[config.mk]
export PLATFORM = sky130hd
export DESIGN_NAME = state_machine
export DESIGN_NICKNAME = d
export VERILOG_FILES = /design/src/rtl/state_machine.sv
export SDC_FILE = /design/constraint.sdc
export NUM_CORES = 1
export LEC_CHECK = 0
export BUFFER_PORTS_ARGS = -buffer_cell sky130_fd_sc_hd__buf_2
export CORE_AREA = 2 2 39 41
export CTS_CLUSTER_SIZE = 30
export DETAILED_ROUTE_END_ITERATION = 8
export DIE_AREA = 0 0 41 43
export PLACE_DENSITY_LB_ADDON = 0.05
export REMOVE_ABC_BUFFERS = 1
export SYNTH_ARGS = -nofsm -noshare
export SYNTH_HDL_FRONTEND = slang
export SYNTH_SLANG_ARGS = --single-unit
[constraint.sdc]
create_clock -name clk_i -period 1.3 [get_ports clk_i]
set_input_delay 0.13 -clock clk_i [delete_from_list [all_inputs] [get_ports clk_i]]
set_output_delay 0.13 -clock clk_i [all_outputs]
set_load 0.005 [all_outputs]
[src/rtl/state_machine.sv]
// Run-length classifier: counts consecutive high samples of in_i, saturating at LONG,
// and marks the end of each run with a one-cycle short-end or long-end code.
module state_machine (
  input  logic       clk_i,
  input  logic       reset_i,
  input  logic       in_i,
  output logic [2:0] out_o
);

  typedef enum logic [2:0] {
    IDLE    = 3'b000,
    H1      = 3'b001,
    H2      = 3'b010,
    H3      = 3'b011,
    LONG    = 3'b100,
    END_S   = 3'b101,
    END_L   = 3'b110,
    ILLEGAL = 3'b111
  } state_t;

  state_t state;

  always_ff @(posedge clk_i) begin
    if (reset_i) begin
      state <= IDLE;
    end else begin
      case (state)
        IDLE:         state <= in_i ? H1   : IDLE;
        H1:           state <= in_i ? H2   : END_S;
        H2:           state <= in_i ? H3   : END_S;
        H3:           state <= in_i ? LONG : END_S;
        LONG:         state <= in_i ? LONG : END_L;
        END_S, END_L: state <= in_i ? H1   : IDLE;
        // the unused code recovers to IDLE whatever the input
        default:      state <= IDLE;
      endcase
    end
  end

  // Moore output: the state register drives the port directly
  assign out_o = state;

endmodule

==> results.py <==
metrics = {
    "status": {
        "outcome": "finished, final reports clean",
    },
    "route": {
        "drtPass1Iterations": 2,
        "wire_per_inst_um": 8.90,
        "first_iter_violations": 1,
        "detail_route.wirelength_um": 365,
        "drc": 0,
        "route.vias.total": 149,
        "drt-vias-per-instance": 3.63,
        "drt.antenna.violating_nets": 0,
    },
    "timing": {
        "grt_setup_unrepaired": "no",
        "setup_violations": 0,
        "timing.setup.tns_ns": 0,
        "highest_achievable_clock_rate_mhz": 911,
        "final.period_utilization": 0.845,
        "layout_min_cycle_time_ns": 1.10,
        "timing.final.hold_violations": 0,
        "max-slew-margin-rel": 0.867,
        "final-max-slew-violation-count": 0,
        "fin_skew_ns": 0.00302,
        "tightest_slew_ns": 0.199,
    },
    "cts": {
        "clkSlewWorstSetupHoldPaths_ns": 0.04,
        "post_cts.repair.setup_buffers": 0,
        "cts_tree": "built",
        "post_cts.resized_instances": 0,
        "cts_max_level": 1,
        "worst_skew_late_latency_ns": 0.23,
        "numCtsBuffers": 3,
        "root_buffer": "clkbuf_4",
        "cts.sinks": 3,
        "cts.path.max_buffers": 2,
        "cts_hold_bufs": 0,
    },
    "floorplanning": {
        "fp-row-count": 14,
        "core-area_sq_um": 1380,
        "effective_utilization_at_floorplan": 0.102,
        "ioPinCount": 6,
        "die_h_um": 43,
        "die_width_um": 41,
        "dieArea_sq_um": 1760,
    },
    "layout": {
        "largest_register_ff_count": 3,
        "final_cells": 41,
        "number_of_inserted_diodes": 0,
        "layout_stage_area_growth_over_the_synthesis_result_pct": 50.4,
        "final_nets": 29,
        "drive_above_1_share": 0.320,
    },
    "pwr": {
        "power_per_unit_of_standard_cell_area_nw_per_um2": 1540,
        "power.ir.vdd_worst_uv": 249,
        "leakagePower_nw": 0.0895,
    },
    "placed_design": {
        "gp_congestion": 0.632,
        "place_inst": 37,
        "port-buffer-count": 5,
    },
    "synthesis": {
        "synth_edf_count": 0,
        "ys.warnings.count": 0,
        "postSynthRegisterBits": 3,
        "yosys-top-cells-area": "dfxtp_1 42%, or4b_1 7.1%, xnor2_1 6.2%",
        "synth_ff_type": "dfxtp_1",
        "post_synth_top_area_cell": "dfxtp_1",
        "synth_area_per_cell_sq_um": 8.84,
        "synth.yosys.seq_area_share": 0.425,
        "synthArstFlopShare": 0,
        "post_synth_num_cell_types": 14,
        "syn-cell-area_sq_um": 141,
        "synth_cells": 16,
        "synthMostInstantiatedCell": "dfxtp_1",
        "synth_top_cell_area_share": 0.425,
    },
    "global_routing": {
        "largest_net_degree_at_the_start_of_global_routing": 8,
        "grt_antenna_before_repair": 0,
        "grt_pass1_wl_um": 621,
        "first_global_vias": 158,
        "global_route.overflow_total": 0,
        "grtUsageTotal": 0.0582,
    },
    "worst_hold_path": {
        "holdPathEnd": "out_o[2]",
        "worst_hold_startpoint": "reset_i",
        "holdCritPathClass": "input port to flop",
        "whs_path_depth": 2,
    },
    "worst_setup_path": {
        "critPathSlowestCell": "dfxtp_1",
        "cp_data_arrival_time_ns": 1.25,
        "category_of_the_most_critical_setup_path": "flop to flop",
        "regToRegSetupSlack_ns": 0.20,
        "regToRegEndpoint": "out_o[2]",
        "critPathMaxFanout": 5,
        "crit_path_max_incr_delay_ns": 0.41,
        "critical_path_buf_inv_count": 0,
        "timing.critical_path.depth": 3,
        "timing.rr.start": "out_o[1]",
        "cp.required_ns": 1.45,
        "critPathTopFamily": "simple AND/OR/NAND/NOR gates",
        "worstRegToRegCells": 3,
        "worst_setup_path_end_kind": "flop",
        "element_type_at_the_critical_path_start": "flop",
        "critical_path.cell_chain": "nor2_1 > or3_1 > a31oi_1",
    },
    "flow_run": {
        "drv.max_cap_violation_count": 0,
    },
}
[metal layers]
layer	vias to the layer above	GRT usage	part of all wire
met5	-	0	0
met4	0	0.0400	0
met3	0	0.0681	0.082
met2	4	0.0656	0.48
met1	69	0.0577	0.44
li1	76	-	-
[power by group]
group / switching (mW) / internal, mW / total, mW
sequential: 0.0157 / 0.103 / 0.119
combinational: 0.0217 / 0.0266 / 0.0483
clock: 0.0455 / 0.115 / 0.160
total: 0.0829 / 0.245 / 0.328
[layout make-up]
class / count / area, sq um
fillers: 165 / 1170
clock buffers: 4 / 26.3
multi-input cells: 12 / 77.6
repair buffers: 5 / 25.0
flip-flops and latches: 3 / 60.1
well taps: 16 / 20.0
inverters: 1 / 3.75
[logic make-up (layout without fill, tap and decap cells)]
group                     Yosys count  after routing  synth area share
DFF                                 3              3             0.425
buffers and inverters               1             10            0.0265
AOI/OAI and AO/OA                   5              5             0.221
xor gates and xnor gates            1              1            0.0620
and+or+nand+nor                     6              6             0.266
[how the worst max path moves through the flow]
stage | from | end | slack (ns)
2_1_floorplan | out_o[0] | out_o[1] | 0.24
3_3_place_gp | out_o[0] | out_o[1] | 0.16
3_5_place_dp | out_o[0] | out_o[1] | 0.20
4_1_cts | out_o[0] | out_o[1] | 0.19
5_1_grt | out_o[1] | out_o[1] | 0.13
6_report | out_o[1] | out_o[2] | 0.20
[placed cells by master, fill, tap and decap left out]
master and n:
nand2_1 1, inv_1 1, or4b_1 1, clkbuf_4 3, or3_1 1, xnor2_1 1
a31oi_1 1, clkbuf_1 1, buf_2 5, a21oi_1 1, nor2_1 1, dfxtp_1 3
a21o_1 1, nand3b_1 1, o21ai_0 1, o31ai_1 1, nor2b_1 1
[stage by stage]
stage | worst slack [ns] | cell area [sq um] | power [mW] | hold WS (ns) | utilization
2_1_floorplan | 0.236 | 141 | 0.147 | 0.199 | -
3_3_place_gp | 0.159 | 186 | 0.173 | 0.356 | 0.135
3_5_place_dp | 0.197 | 186 | 0.170 | 0.348 | 0.135
4_1_cts | 0.187 | 213 | 0.341 | 0.0981 | 0.154
5_1_grt | 0.125 | 213 | 0.359 | 0.109 | 0.154
6_report | 0.202 | 213 | 0.328 | 0.116 | 0.154
Power figures use the tool's default switching activity.
